==> src/rtl/calc_display_arbiter.sv <==
// calc_display_arbiter
//   Shares one 8-digit seven-segment display between live operand entry,
//   the latched result and an error indication. It also generates the
//   scan clock for the digit-multiplexing driver.
//
// Parameters
//   SCAN_DIV     core cycles per scan-clock half-period (1..2^24-1)
//   HOLD_CYCLES  cycles a result/error stays visible (1..2^32-1)
//
// Ports
//   clk          system clock, rising edge
//   rst_n        asynchronous active-low reset
//   opa_data     operand A, 8 hex nibbles
//   opb_data     operand B, 8 hex nibbles
//   b_sel        1 = operand B being edited, 0 = operand A
//   res_data     calculation result
//   res_valid    single-cycle pulse, res_data valid
//   err          single-cycle pulse, operation error
//   disp_n       registered word to the display driver (digit 7 = [31:28])
//   disp_clk     scan clock, 50% duty, period 2*SCAN_DIV cycles
//   src          0 = live A, 1 = live B, 2 = result, 3 = error
//   hold_active  1 while a result or error is being held
module calc_display_arbiter #(
    parameter int unsigned SCAN_DIV    = 50000,
    parameter int unsigned HOLD_CYCLES = 100000000
) (
    input  logic        clk,
    input  logic        rst_n,
    input  logic [31:0] opa_data,
    input  logic [31:0] opb_data,
    input  logic        b_sel,
    input  logic [31:0] res_data,
    input  logic        res_valid,
    input  logic        err,
    output logic [31:0] disp_n,
    output logic        disp_clk,
    output logic [1:0]  src,
    output logic        hold_active
);

    typedef enum logic [1:0] {
        S_LIVE = 2'd0,
        S_RES  = 2'd1,
        S_ERR  = 2'd2
    } state_t;

    localparam logic [31:0] HOLD_LD  = 32'(HOLD_CYCLES - 1);
    localparam logic [23:0] PRE_LAST = 24'(SCAN_DIV - 1);
    localparam logic [31:0] ERR_WORD = 32'hEEEE_EEEE;

    state_t      r_state;
    logic [31:0] r_hold_cnt;
    logic [31:0] r_res_reg;
    logic        r_res_pend;
    logic [31:0] r_disp;
    logic [1:0]  r_src;
    logic        r_hold_active;
    logic [23:0] r_pre;
    logic        r_disp_clk;

    logic [31:0] w_live;
    logic        w_hold_done;

    assign w_live      = b_sel ? opb_data : opa_data;
    assign w_hold_done = (r_hold_cnt == 32'd0);

    // State and display outputs are updated together from the next-state
    // decision, so a pulse is visible on the same edge that samples it.
    always_ff @(posedge clk or negedge rst_n) begin
        if (!rst_n) begin
            r_state       <= S_LIVE;
            r_hold_cnt    <= 32'd0;
            r_res_reg     <= 32'd0;
            r_res_pend    <= 1'b0;
            r_disp        <= 32'd0;
            r_src         <= 2'd0;
            r_hold_active <= 1'b0;
        end else if (err) begin
            // Error wins over everything; a simultaneous result queues
            // behind it.
            r_state       <= S_ERR;
            r_hold_cnt    <= HOLD_LD;
            r_disp        <= ERR_WORD;
            r_src         <= 2'd3;
            r_hold_active <= 1'b1;
            if (res_valid) begin
                r_res_reg  <= res_data;
                r_res_pend <= 1'b1;
            end
        end else if (res_valid && r_state != S_ERR) begin
            // New result from LIVE or RES: (re)start the full hold window.
            r_state       <= S_RES;
            r_hold_cnt    <= HOLD_LD;
            r_res_reg     <= res_data;
            r_disp        <= res_data;
            r_src         <= 2'd2;
            r_hold_active <= 1'b1;
        end else if (r_state != S_LIVE) begin
            // Holding. A result arriving during ERR is latched but does not
            // stretch the error window; it is shown once ERR expires.
            if (res_valid)
                r_res_reg <= res_data;
            if (w_hold_done) begin
                if (r_state == S_ERR && (r_res_pend || res_valid)) begin
                    r_state       <= S_RES;
                    r_hold_cnt    <= HOLD_LD;
                    r_res_pend    <= 1'b0;
                    r_disp        <= res_valid ? res_data : r_res_reg;
                    r_src         <= 2'd2;
                    r_hold_active <= 1'b1;
                end else begin
                    r_state       <= S_LIVE;
                    r_disp        <= w_live;
                    r_src         <= {1'b0, b_sel};
                    r_hold_active <= 1'b0;
                end
            end else begin
                r_hold_cnt <= r_hold_cnt - 32'd1;
                if (res_valid)
                    r_res_pend <= 1'b1;
            end
        end else begin
            r_disp        <= w_live;
            r_src         <= {1'b0, b_sel};
            r_hold_active <= 1'b0;
        end
    end

    // Free-running scan prescaler; disp_clk flips on every wrap.
    always_ff @(posedge clk or negedge rst_n) begin
        if (!rst_n) begin
            r_pre      <= 24'd0;
            r_disp_clk <= 1'b0;
        end else if (r_pre == PRE_LAST) begin
            r_pre      <= 24'd0;
            r_disp_clk <= ~r_disp_clk;
        end else begin
            r_pre <= r_pre + 24'd1;
        end
    end

    assign disp_n      = r_disp;
    assign disp_clk    = r_disp_clk;
    assign src         = r_src;
    assign hold_active = r_hold_active;

endmodule

==> config.mk <==
export PLATFORM = sky130hd
export DESIGN_NAME = calc_display_arbiter
export DESIGN_NICKNAME = d
export VERILOG_FILES = /design/src/rtl/calc_display_arbiter.sv
export SDC_FILE = /design/constraint.sdc
export NUM_CORES = 1
export LEC_CHECK = 0
export ABC_CLOCK_PERIOD_IN_PS = 3450
export CAP_MARGIN = 20
export CORE_MARGIN = 2
export CORE_UTILIZATION = 45
export CTS_CLUSTER_SIZE = 24
export DETAILED_ROUTE_END_ITERATION = 6
export PLACE_DENSITY_LB_ADDON = 0.15
export SLEW_MARGIN = 20
export SYNTH_ARGS = -nofsm -noshare
export SYNTH_HDL_FRONTEND = slang
export SYNTH_SLANG_ARGS = --single-unit
==> constraint.sdc <==
create_clock -name clk -period 3.45 [get_ports clk]
set_clock_uncertainty 0.1 [all_clocks]
set_input_delay 0.69 -clock clk [delete_from_list [all_inputs] [get_ports clk]]
set_output_delay 0.69 -clock clk [all_outputs]
set_load 0.005 [all_outputs]
== After elaboration in Yosys (flattened, before gate mapping) ==
Index checks and enable logic that the tools add are counted.
Cells by class
  bitwise gates (word level): 1
  muxes and demuxes: 37
  equal/unequal tests: 7
  reductions and logical operators: 11
  add/subtract/negate cells: 2
Operators with widths (count)
  32-bit two-way mux: 15
  32-bit zero test: 1
  32-bit by 1-bit subtractor with 32-bit output (second input constant): 1
  24-bit by 1-bit adder with 24-bit output (second input constant): 1
  24-bit by 16-bit equality test with 1-bit output (second input constant): 1
  24-bit two-way mux: 1
  2-bit two-way mux: 9
  1-bit two-way mux: 12
  3-bit nonzero test: 2
  2-bit inequality test (second input constant): 2
  4-bit by 2-bit inequality test with 1-bit output (second input constant): 1
  4-bit inequality test (second input constant): 1
  2-bit AND reduction: 2
  2-bit nonzero test: 2
  3-bit by 2-bit inequality test with 1-bit output (second input constant): 1
  3-bit AND reduction: 1
  2-bit equality test (second input constant): 1
  1-bit logical AND: 2
  1-bit logical OR: 1
  1-bit inverter: 1
Word-level totals
  bits of input ports: 101
  word-level logic and storage cells: 67
  output and inout bits: 36
  register bits: 127

== Logic depth before layout (Yosys ltp) ==
Gate-level depths: netlist of the first run.
  word-level depth: 7
  mapped depth: 9
  mapped depth without buffers: 7

== Least setup slack after synthesis of the first run ==
No wires, ideal clock.
  kind: reg-to-reg
  from: reg r_hold_cnt[15]
  to: reg r_disp[10], in the netlist disp_n[10]
  setup time: 125 ps
  arrival time: 2412 ps
  period minus slack after synthesis: 2636 ps
  stages on the path, launching flop included: 8
  slack: 814 ps
  path buffers: 2
  required time: 3225 ps
  cells stage by stage: dfrtp_1 -> or4_4 -> and4b_2 -> buf_2 -> nand2_1 -> nand2_1 -> buf_2 -> mux2_2
On the way
  cells in the longest elaborated chain, start to end: 2
Ends and longest elaborated chain
  start, declared: line 52  | logic [31:0] r_hold_cnt;
  start signal, assigned: line 118  | r_hold_cnt <= r_hold_cnt - 32'd1;
  32-bit zero test: line 65  | assign w_hold_done = (r_hold_cnt == 32'd0);
  4-bit inequality test (no source line)
  end signal, assigned: line 95  | r_disp <= res_data;
  end signal, assigned: line 108  | r_disp <= res_valid ? res_data : r_res_reg;
  end signal, assigned: line 113  | r_disp <= w_live;
  end, declared: line 55  | logic [31:0] r_disp;
Every way passes these cells.
A chain may end at the register's enable or synchronous reset.

== Final worst setup path of the first run ==
  from: reg r_hold_cnt[19]
  to: reg r_hold_cnt[31]
On the way
  cells in the longest elaborated chain, start to end: 5
  elaborated cells between the ends (all ways): 8
  classes of those cells: 1 x add/sub; 1 x eq/ne; 4 x mux; 2 x reduce/logical
Ends and longest elaborated chain
  32-bit by 1-bit subtractor with 32-bit output / 32-bit zero test (equally long branches): line 118, 65
  32-bit two-way mux: line 103  | if (w_hold_done) begin
  32-bit two-way mux: line 98  | end else if (r_state != S_LIVE) begin
  32-bit two-way mux: line 90  | end else if (res_valid && r_state != S_ERR) begin
  32-bit two-way mux: line 78  | end else if (err) begin
Parallel ways exist; a longest one is shown, timed or not. The select of a mux whose other input is x is not followed.

==> results of run 1 <==
[stage by stage]
step                instance area (sq um)  setup slack, ps  hold slack [ps]  total power (W)
global placement                     8180              722              369          0.00238
global route                         8860              644             94.2          0.00462
detailed placement                   8180              658              364          0.00240
CTS                                  8860              751             93.0          0.00448
floorplan                            6620              814              294          0.00201
finish                               8860              761             86.0          0.00444
[area by class of cell]
class                      count  area [sq um]
fill                        1191          5560
multi-input combinational    429          3210
sequential                   126          3150
timing repair buffer         159          1530
clock buffer                  17           425
clock inverter                15           255
tap                          184           230
inverter                      15          56.3
[power by group]
| part | total, W | switching (W) | internal [W] |
|---|---|---|---|
| registers | 0.00167 | 0.0000706 | 0.00160 |
| clock network | 0.00207 | 0.000699 | 0.00137 |
| logic | 0.000706 | 0.000301 | 0.000405 |
[final timing paths]
check / slack (ps) / start / endpoint / depth (start not counted)
max: 760 / r_hold_cnt[19] / r_hold_cnt[31] / 5
min reg2reg: 380 / disp_clk / disp_clk / 1
min: 90 / rst_n / r_res_reg[0] / 1
max reg2reg: 760 / r_hold_cnt[19] / r_hold_cnt[31] / 5
max in group asynchronous: 2360 / rst_n / r_hold_cnt[29] / 2
min in group clk: 380 / disp_clk / disp_clk / 1
[logic make-up after synthesis]
kind of cell    Yosys count  synth area share [%]
xor+xnor                 23                  3.05
mux                      96                  15.7
buf+inv                  58                  3.86
compound gates          150                  16.0
fa+ha+maj                 2                 0.378
simple gates            158                  13.3
flops                   126                  47.7
[metal layers]
metal	global-route usage, %	vias up	wire length (microns)
met4	9.02	0	425
met5	0	-	0
met3	5.99	38	978
met2	35.5	180	8220
li1	-	2612	-
met1	29.4	2763	7510
[layout by cell type, fill, tap and decap left out, types with 12 or more instances in the layout]
cell,Yosys,layout
a21oi_1,12,12
a221oi_1,25,25
buf_4,2,23
clkbuf_16,0,17
clkdlybuf4s50_1,0,133
dfrtp_1,126,126
inv_1,15,15
mux2_2,64,64
mux2i_1,32,32
nand2_1,30,30
nand3_1,14,14
nand4_1,13,13
nor2_1,28,28
nor4_1,12,12
o21ai_0,40,40
o31ai_1,12,12
xor2_1,12,12
[worst max-delay path: cells and delay by family (launching register included)]
| family | cells | cell delay [ps] |
|---|---|---|
| compound gates | 1 | 80 |
| flops | 1 | 440 |
| simple gates | 4 | 1980 |
==> summary.txt, run 1 <==
Status: finished clean
DR vias: 5593
Unrepaired setup endpoints after global routing: false
Vias per std cell: 5.92
Post-synth top area share: 47.7%
Setup crit start kind: flip-flop
Post-cts repair resize count: 0
Rel. slew slack: 35.5%
Global-route wire length before repair: 28.7 mm
I/O pin count: 137
Count of unique library cells instantiated by Yosys: 60
Top FF cell, synth: dfrtp_1
Least-Margin Pin Slew: 968 ps
Drt wl/cell: 18.1 microns
Starting Density: 45.9%
Min-Delay Path Class: input pin to asynchronous set/reset pin
CTS tree: built
Max Fclk: 372 MHz
Seq/Total Area, Yosys: 47.7%
Crit Path Category: flip-flop to flip-flop
1st-pass router iterations: 5
Bufs on Longest Clock Path: 2
Final antenna-violating net count: 0
Clk_lat worst skew: 420 ps
Core Util, Final: 61.4%
Hpwl dp: 11.7 mm
Hold-fix buffers, CTS: 0
Clock sink count: 126
Warning count from the yosys run: 0
Ys async rst share: 100%
Post-synth EDFFs: 0
Row count: 44
Post-CTS setup buffer count: 0
Initial DRC count: 438
Core area: 0.0144 sq mm
Post-Syn Instances: 613
Total of max-cap violations: 0
Commonest cells post-synth: dfrtp_1, mux2_2, o21ai_0
Largest net degree at the start of global routing: 37
P_leak: 3.58 nW
Residual DRC count: 0
Max IR drop VDD: 375 uV
Final setup viols: 0
Top-count cell post-synth: dfrtp_1
DP Cell Count: 913
Synth top area cells: dfrtp_1, mux2_2, mux2i_1
Vert. Die Dim: 125 microns
Pwr per Cell Area: 501 mW/mm^2
Yosys reg bits: 126
Total die area: 0.0157 sq mm
Clock-pin slew on the worst setup and hold paths: 60 ps
Arrival time at the worst endpoint: 2930 ps
Pins Over Slew Limit: 0
Avg Cell Area, Syn: 10.8 sq um
CP endpoint kind: flip-flop
Slowest CP cell: or4_1
Net Count, Synth: 716
GRT Overall Usage: 22.4%
Die X: 125 microns
Worst path required time: 3690 ps
Buffers added on ports: 136
Cts bufs inserted: 17
Share of cells above drive strength 1: 18.1%
Synthesized area: 0.00662 sq mm
N_diodes: 0
Area Growth Syn to Fin: 34.0%
Post-Route WL: 17.1 mm
Crit path time final: 2690 ps
Vias in the first global route: 5758
Worst-path fanout max: 6
Hold Violations, Final: 0
Final GP Congestion: 0.835
Nets: 851
H-tree lvl count: 4
Layout Cells excl Fill: 945
Critical path cell sequence: or4_1 -> or4_4 -> or4_4 -> or4_1 -> o21ai_0
CP max stage delay: 600 ps
Initial antenna violation count: 0
Period utilization: 78.0%
Sum Neg Setup Slack: 0 ps
Yosys top cell by area: dfrtp_1
CTS Root Cell: clkbuf_16
Total gr overflow: 0
(Power assumes the default switching activity.)
==> run 2, diff against run 1 <==
--- a/config.mk
+++ b/config.mk
@@ -5,7 +5,7 @@
 export SDC_FILE = /design/constraint.sdc
 export NUM_CORES = 1
 export LEC_CHECK = 0
-export ABC_CLOCK_PERIOD_IN_PS = 3450
+export ABC_CLOCK_PERIOD_IN_PS = 2400
 export CAP_MARGIN = 20
 export CORE_MARGIN = 2
 export CORE_UTILIZATION = 45
==> constraint.sdc (replaced) <==
create_clock -name clk -period 2.4 [get_ports clk]
set_clock_uncertainty 0.1 [all_clocks]
set_input_delay 0.48 -clock clk [delete_from_list [all_inputs] [get_ports clk]]
set_output_delay 0.48 -clock clk [all_outputs]
set_load 0.005 [all_outputs]
==> run 2 against run 1 <==
The run now ends with negative setup slack left. Cell count is 4.9% higher. Critical path type unchanged. Combinational power increased by 67%. Non-clock buffer count up 46. Clock power is 27% higher.
==> summary.txt, run 2 (synthesis results as in run 1) <==
Slowest CP cell: or4_4
Row count: 44
Critical path cell sequence: or4_4 -> or4_4 -> or4_4 -> or4_4 -> o21ai_2
Residual DRC count: 0
Starting Density: 45.9%
Clock sink count: 126
Min-Delay Path Class: flip-flop to flip-flop
Total of max-cap violations: 0
Worst-path fanout max: 3
CP bufs+invs: 0
Register area: 0.00315 sq mm
Unrepaired setup endpoints after global routing: true
Largest net degree at the start of global routing: 56
Hold Violations, Final: 0
Worst path required time: 2650 ps
Core Util, Final: 65.6%
Global-route wire length before repair: 29.8 mm
Initial DRC count: 489
Rel. slew slack: 47.3%
N_diodes: 0
CP top delay family: simple AND/OR/NAND/NOR gates
Max Fclk: 396 MHz
Crit path time final: 2520 ps
CP endpoint kind: flip-flop
Violated checks: negative setup slack
Final GP Congestion: 0.841
Bufs on Longest Clock Path: 2
Cts bufs inserted: 17
Least-Margin Pin Slew: 784 ps
Crit-path most repeated cell: or4_4
Final Worst Setup Slack: -123 ps
CTS Root Cell: clkbuf_16
P_leak: 3.97 nW
Core area: 0.0144 sq mm
Vias in the first global route: 5959
Vert. Die Dim: 125 microns
FILL cells: 1100
Nets: 897
Multi-input gate area: 0.00339 sq mm
Hpwl dp: 12.4 mm
Sum Neg Setup Slack: -212 ps
Total die area: 0.0157 sq mm
CTS tree: built
Total gr overflow: 0
Max IR drop VDD: 564 uV
Vias per std cell: 5.85
Clock-pin slew on the worst setup and hold paths: 60 ps
Status: complete, but fails checks
Buffers added on ports: 136
Share of cells above drive strength 1: 24.0%
Crit Path Category: flip-flop to flip-flop
CP max stage delay: 550 ps
Pre-CTS setup slack: -207 ps
Post-Route WL: 18.7 mm
Clk_lat worst skew: 420 ps
Final setup viols: 2
I/O pin count: 137
Drt wl/cell: 18.9 microns
DR vias: 5794
Pwr Total: 0.00620 W
Final antenna-violating net count: 0
Pwr per Cell Area: 656 mW/mm^2
Die X: 125 microns
Final Cell Area: 0.00946 sq mm
Pins Over Slew Limit: 0
Setup crit start kind: flip-flop
Area Growth Syn to Fin: 43.0%
Placed cell areas: 0.00853 sq mm
Arrival time at the worst endpoint: 2770 ps
H-tree lvl count: 4
Initial antenna violation count: 0
Period utilization: 105%
Most frequent cells in the layout: clkdlybuf4s50_1, dfrtp_1, buf_4
Commonest non-fill, non-tap cell in the layout: clkdlybuf4s50_1
1st-pass router iterations: 4
GRT Overall Usage: 23.6%
[run 2: cell types whose count changed in the layout (fill, tap and decap cells not counted), moves of 3 or more]
cell       change
bufinv_16      -3
clkbuf_1       +3
mux2_2        -21
buf_4         +34
buf_12         +7
inv_6          -5
mux2_4        +21
[run 2: worst register-to-register path: cells and delay by family, from the launching register on]
| family | cells | cell delay [ps] |
|---|---|---|
| simple gates | 4 | 1920 |
| flops | 1 | 380 |
| compound gates | 1 | 60 |
[run 2: cell type report]
type,instances,area share [%]
Clock inverter,10,1.46
Clock buffer,22,4.91
Timing Repair Buffer,205,21.4
Sequential cell,126,33.3
Tap cell,184,2.43
Multi-Input combinational cell,429,35.8
Inverter,15,0.595
[run 2: repair_timing]
action                     4_1_cts  5_1_grt
cloned                           1        2
gates resized for setup          6       38
hold buffers                     1        0
setup endpoints to repair       39       50
hold endpoints to repair        31        0
pin swaps                        2        7
buffers inserted                 4        4
[run 2: power by group]
| group | switching (W) | leakage, nW | internal [W] | total [W] |
|---|---|---|---|---|
| clock | 0.000944 | 0.278 | 0.00168 | 0.00263 |
| sequential | 0.0000936 | 1.47 | 0.00230 | 0.00239 |
| combinational | 0.000493 | 2.22 | 0.000690 | 0.00118 |
| total | 0.00153 | 3.97 | 0.00467 | 0.00620 |
[run 2: final timing paths]
kind | from | end | slack (ps) | cells after the start
worst max-delay path | r_hold_cnt[19] | r_hold_cnt[31] | -120 | 5
worst min-delay path | disp_clk | disp_clk | 370 | 1
worst max register to register | r_hold_cnt[19] | r_hold_cnt[31] | -120 | 5
worst min register to register | disp_clk | disp_clk | 370 | 1
max in group asynchronous | rst_n | disp_n[29] | 960 | 3
min in group asynchronous | rst_n | disp_n[2] | 470 | 2
[run 2: per-layer routing]
layer  vias to the layer above  track usage [%]  part of all wire (%)
met2                       186             40.0                    49
li1                       2696                -                     -
met4                         0             7.78                   1.5
met3                        24             6.38                   5.2
met5                         -                0                     0
met1                      2888             29.4                    44
[run 2: per-stage QoR]
stage,hold slack (ps),cells
floorplan,84.4,613
global placement,361,948
detailed placement,359,948
CTS,374,986
global route,401,991
finish,369,991
